## src/rtl/sram_rr_arbiter_if.sv

```systemverilog
// Bundle of requester-side and SRAM-side signals around the shared-port arbiter.
// The arbiter uses the slave view; requesters plus the SRAM sit on the master view.
interface sram_rr_arbiter_if #(
  parameter int NUM_REQ    = 2,
  parameter int ADDR_WIDTH = 16,
  parameter int DATA_WIDTH = 64
);
  localparam int STRB_WIDTH = DATA_WIDTH / 8;

  logic [NUM_REQ-1:0]            req_valid_i;
  logic [NUM_REQ-1:0]            req_ready_o;
  logic [NUM_REQ-1:0]            req_lock_i;
  logic [NUM_REQ-1:0]            req_we_i;
  logic [NUM_REQ*ADDR_WIDTH-1:0] req_addr_i;
  logic [NUM_REQ*DATA_WIDTH-1:0] req_wdata_i;
  logic [NUM_REQ*STRB_WIDTH-1:0] req_wstrb_i;
  logic [NUM_REQ-1:0]            rsp_valid_o;
  logic [DATA_WIDTH-1:0]         rsp_rdata_o;
  logic                          mem_req_o;
  logic                          mem_we_o;
  logic [ADDR_WIDTH-1:0]         mem_addr_o;
  logic [DATA_WIDTH-1:0]         mem_wdata_o;
  logic [STRB_WIDTH-1:0]         mem_wstrb_o;
  logic [DATA_WIDTH-1:0]         mem_rdata_i;

  modport slave (
    input  req_valid_i, req_lock_i, req_we_i, req_addr_i, req_wdata_i, req_wstrb_i,
    input  mem_rdata_i,
    output req_ready_o, rsp_valid_o, rsp_rdata_o,
    output mem_req_o, mem_we_o, mem_addr_o, mem_wdata_o, mem_wstrb_o
  );

  modport master (
    output req_valid_i, req_lock_i, req_we_i, req_addr_i, req_wdata_i, req_wstrb_i,
    output mem_rdata_i,
    input  req_ready_o, rsp_valid_o, rsp_rdata_o,
    input  mem_req_o, mem_we_o, mem_addr_o, mem_wdata_o, mem_wstrb_o
  );
endinterface

```

## src/rtl/sram_rr_arbiter.sv

```systemverilog
// Round-robin arbiter sharing one SRAM native port among NUM_REQ requesters,
// with bounded grant locking for bursts and 1-cycle routed responses.
module sram_rr_arbiter #(
  parameter int NUM_REQ    = 2,
  parameter int ADDR_WIDTH = 16,
  parameter int DATA_WIDTH = 64,
  parameter int MAX_HOLD   = 4
) (
  input logic              clk_i,
  input logic              rst_ni,
  sram_rr_arbiter_if.slave bus
);
  localparam int STRB_WIDTH = DATA_WIDTH / 8;
  localparam int IDX_W      = (NUM_REQ > 1) ? $clog2(NUM_REQ) : 1;
  localparam int HOLD_W     = (MAX_HOLD > 1) ? $clog2(MAX_HOLD) : 1;

  logic [IDX_W-1:0]   rr_ptr_q, rr_ptr_d;
  logic [IDX_W-1:0]   owner_q, owner_d;
  logic               lock_q, lock_d;
  logic [HOLD_W-1:0]  hold_q, hold_d;
  logic [NUM_REQ-1:0] rsp_valid_q, rsp_valid_d;
  logic               rsp_we_q, rsp_we_d;

  logic [IDX_W-1:0]   gnt_idx_s;
  logic [NUM_REQ-1:0] gnt_s;
  logic               found_s;
  logic               lock_live_s;
  logic [HOLD_W-1:0]  hold_base_s;

  // Offset is always below NUM_REQ, so a single subtraction performs the wrap.
  function automatic logic [IDX_W-1:0] wrap_add(input logic [IDX_W-1:0] base, input int off);
    int sum;
    sum = int'(base) + off;
    if (sum >= NUM_REQ) begin
      sum = sum - NUM_REQ;
    end else begin
      sum = sum;
    end
    return sum[IDX_W-1:0];
  endfunction

  // Grant selection: live lock owner first, otherwise first valid from rr_ptr upward.
  always_comb begin
    lock_live_s = lock_q && bus.req_valid_i[owner_q];
    found_s     = 1'b0;
    gnt_idx_s   = rr_ptr_q;
    if (!rst_ni) begin
      found_s = 1'b0;
    end else if (lock_live_s) begin
      found_s   = 1'b1;
      gnt_idx_s = owner_q;
    end else begin
      for (int k = 0; k < NUM_REQ; k++) begin
        if (!found_s && bus.req_valid_i[wrap_add(rr_ptr_q, k)]) begin
          found_s   = 1'b1;
          gnt_idx_s = wrap_add(rr_ptr_q, k);
        end else begin
          found_s = found_s;
        end
      end
    end
    gnt_s = '0;
    if (found_s) begin
      gnt_s[gnt_idx_s] = 1'b1;
    end else begin
      gnt_s = '0;
    end
  end

  // Pointer, lock and hold bookkeeping plus the response pipeline stage.
  always_comb begin
    rr_ptr_d    = rr_ptr_q;
    owner_d     = owner_q;
    hold_base_s = lock_live_s ? hold_q : '0;
    if (lock_live_s) begin
      lock_d = lock_q;
      hold_d = hold_q;
    end else begin
      lock_d = 1'b0;
      hold_d = '0;
    end
    if (found_s) begin
      if (bus.req_lock_i[gnt_idx_s] && (int'(hold_base_s) < MAX_HOLD - 1)) begin
        lock_d  = 1'b1;
        owner_d = gnt_idx_s;
        hold_d  = hold_base_s + HOLD_W'(1);
      end else begin
        lock_d   = 1'b0;
        hold_d   = '0;
        rr_ptr_d = wrap_add(gnt_idx_s, 1);
      end
    end else begin
      rr_ptr_d = rr_ptr_q;
    end
    rsp_valid_d = gnt_s;
    rsp_we_d    = found_s ? bus.req_we_i[gnt_idx_s] : 1'b0;
  end

  // State registers with synchronous active-low reset.
  always_ff @(posedge clk_i) begin
    if (!rst_ni) begin
      rr_ptr_q    <= '0;
      owner_q     <= '0;
      lock_q      <= 1'b0;
      hold_q      <= '0;
      rsp_valid_q <= '0;
      rsp_we_q    <= 1'b0;
    end else begin
      rr_ptr_q    <= rr_ptr_d;
      owner_q     <= owner_d;
      lock_q      <= lock_d;
      hold_q      <= hold_d;
      rsp_valid_q <= rsp_valid_d;
      rsp_we_q    <= rsp_we_d;
    end
  end

  assign bus.req_ready_o = gnt_s;
  assign bus.mem_req_o   = found_s;
  assign bus.mem_we_o    = bus.req_we_i[gnt_idx_s];
  assign bus.mem_addr_o  = bus.req_addr_i[gnt_idx_s*ADDR_WIDTH +: ADDR_WIDTH];
  assign bus.mem_wdata_o = bus.req_wdata_i[gnt_idx_s*DATA_WIDTH +: DATA_WIDTH];
  assign bus.mem_wstrb_o = bus.req_wstrb_i[gnt_idx_s*STRB_WIDTH +: STRB_WIDTH];

  // A response pending when reset asserts is suppressed immediately.
  assign bus.rsp_valid_o = rst_ni ? rsp_valid_q : '0;
  assign bus.rsp_rdata_o = (rst_ni && (|rsp_valid_q) && !rsp_we_q) ? bus.mem_rdata_i : '0;
endmodule
```

## src/flat_wrapper.sv

```systemverilog
// flat-port wrapper written by rule: the top's interface ports become plain ports
module sram_rr_arbiter_flat 
#(
  parameter int NUM_REQ    = 2,
  parameter int ADDR_WIDTH = 16,
  parameter int DATA_WIDTH = 64,
  parameter int MAX_HOLD   = 4
)
  (clk_i, rst_ni, bus_req_valid_i, bus_req_lock_i, bus_req_we_i, bus_req_addr_i, bus_req_wdata_i, bus_req_wstrb_i, bus_mem_rdata_i, bus_req_ready_o, bus_rsp_valid_o, bus_rsp_rdata_o, bus_mem_req_o, bus_mem_we_o, bus_mem_addr_o, bus_mem_wdata_o, bus_mem_wstrb_o);
  sram_rr_arbiter_if #(.NUM_REQ(NUM_REQ), .ADDR_WIDTH(ADDR_WIDTH), .DATA_WIDTH(DATA_WIDTH)) bus_i ();
  input logic clk_i;
  input logic rst_ni;
  input wire logic [$bits(bus_i.req_valid_i)-1:0] bus_req_valid_i;
  input wire logic [$bits(bus_i.req_lock_i)-1:0] bus_req_lock_i;
  input wire logic [$bits(bus_i.req_we_i)-1:0] bus_req_we_i;
  input wire logic [$bits(bus_i.req_addr_i)-1:0] bus_req_addr_i;
  input wire logic [$bits(bus_i.req_wdata_i)-1:0] bus_req_wdata_i;
  input wire logic [$bits(bus_i.req_wstrb_i)-1:0] bus_req_wstrb_i;
  input wire logic [$bits(bus_i.mem_rdata_i)-1:0] bus_mem_rdata_i;
  output wire logic [$bits(bus_i.req_ready_o)-1:0] bus_req_ready_o;
  output wire logic [$bits(bus_i.rsp_valid_o)-1:0] bus_rsp_valid_o;
  output wire logic [$bits(bus_i.rsp_rdata_o)-1:0] bus_rsp_rdata_o;
  output wire logic [$bits(bus_i.mem_req_o)-1:0] bus_mem_req_o;
  output wire logic [$bits(bus_i.mem_we_o)-1:0] bus_mem_we_o;
  output wire logic [$bits(bus_i.mem_addr_o)-1:0] bus_mem_addr_o;
  output wire logic [$bits(bus_i.mem_wdata_o)-1:0] bus_mem_wdata_o;
  output wire logic [$bits(bus_i.mem_wstrb_o)-1:0] bus_mem_wstrb_o;
  assign bus_i.req_valid_i = bus_req_valid_i;
  assign bus_i.req_lock_i = bus_req_lock_i;
  assign bus_i.req_we_i = bus_req_we_i;
  assign bus_i.req_addr_i = bus_req_addr_i;
  assign bus_i.req_wdata_i = bus_req_wdata_i;
  assign bus_i.req_wstrb_i = bus_req_wstrb_i;
  assign bus_i.mem_rdata_i = bus_mem_rdata_i;
  assign bus_req_ready_o = bus_i.req_ready_o;
  assign bus_rsp_valid_o = bus_i.rsp_valid_o;
  assign bus_rsp_rdata_o = bus_i.rsp_rdata_o;
  assign bus_mem_req_o = bus_i.mem_req_o;
  assign bus_mem_we_o = bus_i.mem_we_o;
  assign bus_mem_addr_o = bus_i.mem_addr_o;
  assign bus_mem_wdata_o = bus_i.mem_wdata_o;
  assign bus_mem_wstrb_o = bus_i.mem_wstrb_o;
  sram_rr_arbiter #(.NUM_REQ(NUM_REQ), .ADDR_WIDTH(ADDR_WIDTH), .DATA_WIDTH(DATA_WIDTH), .MAX_HOLD(MAX_HOLD)) u_core (.clk_i(clk_i), .rst_ni(rst_ni), .bus(bus_i));
endmodule
```

## config.mk

```make
export PLATFORM = sky130hd
export DESIGN_NAME = sram_rr_arbiter_flat
export DESIGN_NICKNAME = d
export VERILOG_FILES = /design/src/rtl/sram_rr_arbiter_if.sv /design/src/rtl/sram_rr_arbiter.sv /design/src/flat_wrapper.sv
export SDC_FILE = /design/constraint.sdc
export NUM_CORES = 1
export LEC_CHECK = 0
export ABC_CLOCK_PERIOD_IN_PS = 2200
export CORE_AREA = 2 2 158 160
export CTS_BUF_LIST = sky130_fd_sc_hd__clkbuf_8 sky130_fd_sc_hd__clkbuf_16
export DETAILED_ROUTE_END_ITERATION = 12
export DIE_AREA = 0 0 160 162
export PLACE_DENSITY = 0.47
export RECOVER_POWER = 100
export SETUP_SLACK_MARGIN = 0.2
export SKIP_LAST_GASP = 1
export SLEW_MARGIN = 25
export SYNTH_ARGS = -nofsm -noshare
export SYNTH_HDL_FRONTEND = slang
export SYNTH_SLANG_ARGS = --single-unit
```

## constraint.sdc

```tcl
create_clock -name clk_i -period 2.2 [get_ports clk_i]
set_input_delay 0.22 -clock clk_i [delete_from_list [all_inputs] [get_ports clk_i]]
set_output_delay 0.22 -clock clk_i [all_outputs]
set_load 0.005 [all_outputs]
```

**Yosys cells after proc, flatten, opt, wreduce, memory -nomap -nowiden**

Index checks and enable logic that the tools add are counted.

- Register bits after elaboration: 8
- Bits in latches: 0
- Memory bits (writable): 0
- ROM bits: 0
- Bits of input ports: 248
- Memories: 0

- $add $sub $neg: 6
- Multipliers: 0
- Div/mod/pow operators: 0
- $lt $le $gt $ge: 9
- Eq/ne operators: 1
- Shift operators: 3
- Mux-type cells: 38
- Bitwise logic cells: 1
- Reductions and logical operators: 12

Operator list:

| cell | number |
|---|---|
| indexed part select 128 x 8 -> 64 bit | 1 |
| 2-to-1 mux 64 bit | 1 |
| indexed part select 32 x 6 -> 16 bit | 1 |
| 2-to-1 mux 1 bit | 31 |
| indexed part select 16 x 5 -> 8 bit | 1 |
| 2-to-1 mux 2 bit | 5 |
| less-than comparator 1 x 2 -> 1 bit (second input constant) | 4 |
| logical AND 1 bit | 6 |
| AND reduction 2 bit | 3 |
| adder 1 x 1 -> 2 bit (second input constant) | 2 |
| greater-or-equal comparator 2 bit (second input constant) | 2 |
| subtractor 1 bit (second input constant) | 3 |
| adder 2 x 1 -> 2 bit (second input constant) | 1 |
| greater-or-equal comparator 1 x 2 -> 1 bit (second input constant) | 1 |
| logical NOT 1 bit | 2 |
| less-than comparator 2 bit (second input constant) | 1 |
| inequality test 2 x 1 -> 1 bit (second input constant) | 1 |
| OR reduction 2 bit | 1 |
| demux 1 bit (select 1 bit) | 1 |
| greater-or-equal comparator 1 bit (second input constant) | 1 |
| NOT 1 bit | 1 |

**Longest topological paths before layout**

- Depth in word-level cells: 20
- Depth in mapped cells: 7
- Mapped depth without buffers: 6

**Worst setup path after synthesis**

OpenSTA, ideal clock, no wires.

- Path kind: input to output
- Start point: input bus_req_valid_i[1]
- End point: output bus_mem_addr_o[0]
- Arrival time: 1586 ps
- Required time: 1980 ps
- Slack: 394 ps
- Stages: 6
- Buffers on the path: 2
- Cells stage by stage: buf_6 > nor2b_1 > o21a_1 > nor3_4 > buf_6 > mux2_2

- Cells in the longest elaborated chain, start to end: 11

Ends and longest elaborated chain:

| element | RTL line | text |
|---|---|---|
| from (decl) | flat_wrapper.sv:13 | `input wire logic [$bits(bus_i.req_valid_i)-1:0] bus_req_valid_i;` |
| 2-to-1 mux 1 bit (implied by the code) (2 in series) | sram_rr_arbiter.sv:54 | `if (!found_s && bus.req_valid_i[wrap_add(rr_ptr_q, k)]) begin` |
| 2-to-1 mux 1 bit | sram_rr_arbiter.sv:54 |  |
| 2-to-1 mux 1 bit | sram_rr_arbiter.sv:49 | `end else if (lock_live_s) begin` |
| 2-to-1 mux 1 bit | sram_rr_arbiter.sv:47 | `if (!rst_ni) begin` |
| logical NOT 1 bit | sram_rr_arbiter.sv:54 |  |
| logical AND 1 bit | sram_rr_arbiter.sv:54 |  |
| 2-to-1 mux 1 bit | sram_rr_arbiter.sv:54 |  |
| 2-to-1 mux 1 bit * | sram_rr_arbiter.sv:49 |  |
| 2-to-1 mux 1 bit * | sram_rr_arbiter.sv:47 |  |
| indexed part select 32 x 6 -> 16 bit * | sram_rr_arbiter.sv:121 | `assign bus.mem_addr_o = bus.req_addr_i[gnt_idx_s*ADDR_WIDTH +: ADDR_WIDTH];` |
| to (decl) | flat_wrapper.sv:25 | `output wire logic [$bits(bus_i.mem_addr_o)-1:0] bus_mem_addr_o;` |

Every way passes the cells marked *; elsewhere a longest branch is shown, timed or not. The select of a mux whose other input is x is not followed.

**Final worst setup path**

- Start point: register u_core.lock_q
- End point: output bus_mem_wdata_o[45]

- Cells in the longest elaborated chain, start to end: 4

Ends and longest elaborated chain:

| element | RTL line | text |
|---|---|---|
| from (decl) | sram_rr_arbiter.sv:19 | `logic lock_q, lock_d;` |
| from (signal assigned) | sram_rr_arbiter.sv:111 | `lock_q <= lock_d;` |
| logical AND 1 bit | sram_rr_arbiter.sv:44 | `lock_live_s = lock_q && bus.req_valid_i[owner_q];` |
| 2-to-1 mux 1 bit | sram_rr_arbiter.sv:49 |  |
| 2-to-1 mux 1 bit | sram_rr_arbiter.sv:47 |  |
| indexed part select 128 x 8 -> 64 bit | sram_rr_arbiter.sv:122 | `assign bus.mem_wdata_o = bus.req_wdata_i[gnt_idx_s*DATA_WIDTH +: DATA_WIDTH];` |
| to (decl) | flat_wrapper.sv:26 | `output wire logic [$bits(bus_i.mem_wdata_o)-1:0] bus_mem_wdata_o;` |

Every way passes these cells.

==> metrics.md <==
| Metric | Value |
|---|---|
| Pre-Repair DR Iteration Count | `6` |
| Die W | `around 160 microns` |
| Worst-Skew Late Latency | `around 0.24 ns` |
| Mapped Cells | `227` |
| Commonest cells after routing, fill and taps aside | `clkdlybuf4s50_1 (309), buf_6 (75), mux2_4 (71), and2_1 (66), buf_4 (32)` |
| Commonest non-fill, non-tap cell in the layout | `clkdlybuf4s50_1` |
| Number of synthesized flops with an enable pin | `0` |
| Boundary Pins | `roughly 400` |
| P_leak | `3.35 nW` |
| FF-to-FF path depth | `6` |
| Hold Startpoint | `bus_req_valid_i[1]` |
| Synth warn | `0` |
| # DRC | `0` |
| DR iter-0 viols | `68` |
| Max Clock Skew | `~0.0014 ns` |
| CP Capture Type | `primary output` |
| Minimum clock period | `approximately 2.2 ns` |
| Area delta synth->final | `282%` |
| Worst Path Max Fanout | `5` |
| Final Core Density | `0.315` |
| Internal power | `about 2.6 mW` |
| Synth cell types | `29` |
| Worst EP arrival | `approximately 2 ns` |
| Syn nets | `476` |
| Outcome | `finished with violations` |
| First-pass GRT wire length | `~25,000 microns` |
| Flop pwr share | `0.047` |
| Nets | `949` |
| CP dominant cell by count | `buf_6` |
| TNS Setup | `-0.0674 ns` |
| Total CTS buffers | `3` |
| RSZ-0062 raised after global routing | `true` |
| H-tree levels | `1` |
| Longest Clk Path Bufs | `2` |
| Site Rows | `57` |
| I/O Buffers | `405` |
| Routed vias | `3,667` |
| Core area | `24,100 sq um` |
| Area leader, netlist | `mux2_2` |
| Worst R2R Setup Slack | `0.35 ns` |
| Area of the multi-input gates | `between 1500 and 2000 sq um` |
| CP delay by family, top | `buffers and inverters` |
| Max incr delay on CP | `about 0.35 ns` |
| Fmax | `around 450 MHz` |
| Synth area leaders | `mux2_2 (46%), and2_1 (21%), dfxtp_1 (8.1%)` |
| Vias in the first global route | `3,813` |
| Slew Viols, Final | `0` |
| Asr flop ratio synth | `0` |
| Die H | `about 160 microns` |
| Post-synthesis sequential area ratio | `0.0805` |
| Clk pwr share | `0.085` |
| Hpwl dp | `between 15,000 and 20,000 microns` |
| Pin count of the biggest net entering global routing | `33` |
| Number of synthesized register bits | `8` |
| Hold Crit Depth | `2` |
| Most used DFF post-synth | `dfxtp_1` |
| Crit-path cells | `nor2b_2, o21a_1, nor3_4, buf_6, buf_6, buf_16, buf_8, buf_12, mux2_4, buf_6` |
| PwrDens | `between 400 and 500 nW/um^2` |
| GRT overflow | `0` |
| CTS Sinks | `8` |
| # diodes | `0` |
| Cell Count, Final, Fillers Out | `1,022` |
| Fillcell total | `approximately 2.6k` |
| P_sw | `1.12 mW` |
| Final Wtd Congestion | `0.755` |
| Max cap viols | `0` |
| Slew Limit Headroom | `0.730` |
| Period utilization | `1.01` |
| Cell Area, Synth | `just under 2000 sq um` |
| Syn avg cell area | `between 8 and 9 sq um` |
| Via-per-instance ratio | `~3.6` |
| Switching Share | `0.299` |
| CTS tree | `yes` |
| Type of the worst setup path | `reg2out` |
| Clock root buffer | `clkbuf_16` |
| Worst-Margin Slew | `around 0.4 ns` |
| Final count of hold timing violations | `0` |
| Starting Density | `0.0825` |
| Seq. cell area | `164 sq um` |
| Ratio of cells with drive above 1 in the final layout | `0.372` |
| Synth top area share | `0.458` |
| Startpoint Class | `register` |
| Worst setup margin | `-0.0261 ns` |
| Buf/Inv on CP | `6` |
| Slowest stage cell, crit path | `dfxtp_4` |
| WP depth | `10` |
| Logic pwr share | `0.869` |
| Failing checks | `setup timing` |
| WP data required | `between 1.5 and 2 ns` |
| Worst R2R Start | `u_core.owner_q$_SDFFE_PN0P_` |
| Crit. Startpoint | `u_core.lock_q$_SDFFE_PN0P_` |
| Routed WL per cell | `~19 microns` |
| Final setup viols | `6` |
| VDD IR max | `around 270 uV` |
| Placed Cells | `just under 1k` |
| Final WL | `between 15,000 and 20,000 microns` |
| Worst min-delay path class | `in2reg` |
| Area of the die | `between 20,000 and 30,000 sq um` |
| Final ANT Viol Nets | `0` |
| Overall Global Routing Usage | `0.134` |
| Pwr Total | `3.73 mW` |
| Initial antenna violation count | `0` |
| Clock-pin transition on the worst setup and hold timing paths | `0.04 ns` |
## cell type report
class	count	area share
clock buffer	3	0.00988
tap	324	0.0534
timing repair buffer	485	0.655
multi-input combinational	198	0.258
inverter	4	0.00198
sequential	8	0.0216
## sequential cells by signal (all words and copies together), names as in the netlist
name and cells:
u_core.lock_q 1, u_core.rsp_valid_q 2, u_core.hold_q 2, u_core.owner_q 1
u_core.rsp_we_q 1, u_core.rr_ptr_q 1
## Yosys cell counts (all sizes together) (2+ instances only)
cell     n
mux2    89
and2    66
buf     11
dfxtp    8
a21oi    6
clkbuf   6
nand2    6
nor2     5
inv      4
a31oi    3
nand4    3
o21ai    3
o31ai    3
and3     2
nor3     2
## power groups by stage
stage                     Sequential, mW  Combinational, mW  Clock (mW)
final                              0.174               3.24       0.317
after global routing               0.176               3.44       0.325
after CTS                          0.173               2.77       0.323
after detailed placement           0.174               2.31           0
after global placement             0.174               2.33           0
after floorplan                    0.175              0.832           0
## through the flow
stage / worst slack, ns / area [sq um] / hold slack (ns)
2_1_floorplan: 0.394 / 1990 / 0.322
3_3_place_gp: -0.576 / 6580 / 0.597
3_5_place_dp: -0.570 / 6580 / 0.598
4_1_cts: -0.175 / 7130 / 0.332
5_1_grt: -0.130 / 7600 / 0.374
6_report: -0.0261 / 7600 / 0.350
## timing repair
| item | CTS | global route |
|---|---|---|
| resized for setup | 326 | 177 |
| hold endpoints to repair | 0 | 0 |
| hold buffers | 0 | 0 |
| setup buffers | 24 | 22 |
| gates cloned | 5 | 2 |
| setup endpoints to repair | 156 | 152 |
| pin swaps | 4 | 3 |
## cells by family (layout without fill, tap and decap cells)
logic type,after synthesis,after routing,synth area share
multiplexers,89,89,0.504
AO/OA/AOI/OAI,20,20,0.0635
buffers and inverters,21,492,0.0792
AND/OR/NAND/NOR,88,88,0.267
adder cells (fa/ha/maj),1,1,0.00629
flip-flops,8,8,0.0805
## worst paths after layout
path	end
max	bus_mem_wdata_o[45]
max reg2reg	u_core.owner_q$_SDFFE_PN0P_
min	u_core.rsp_valid_q[0]$_SDFF_PN0_
min reg2reg	u_core.rsp_valid_q[1]$_SDFF_PN0_
## routing by layer
layer | share of wire | track usage
met5 | 0 | 0
met3 | 0.12 | 0.0549
met1 | 0.33 | 0.129
met4 | 0.015 | 0.0299
met2 | 0.53 | 0.264
(Power assumes the default switching activity.)
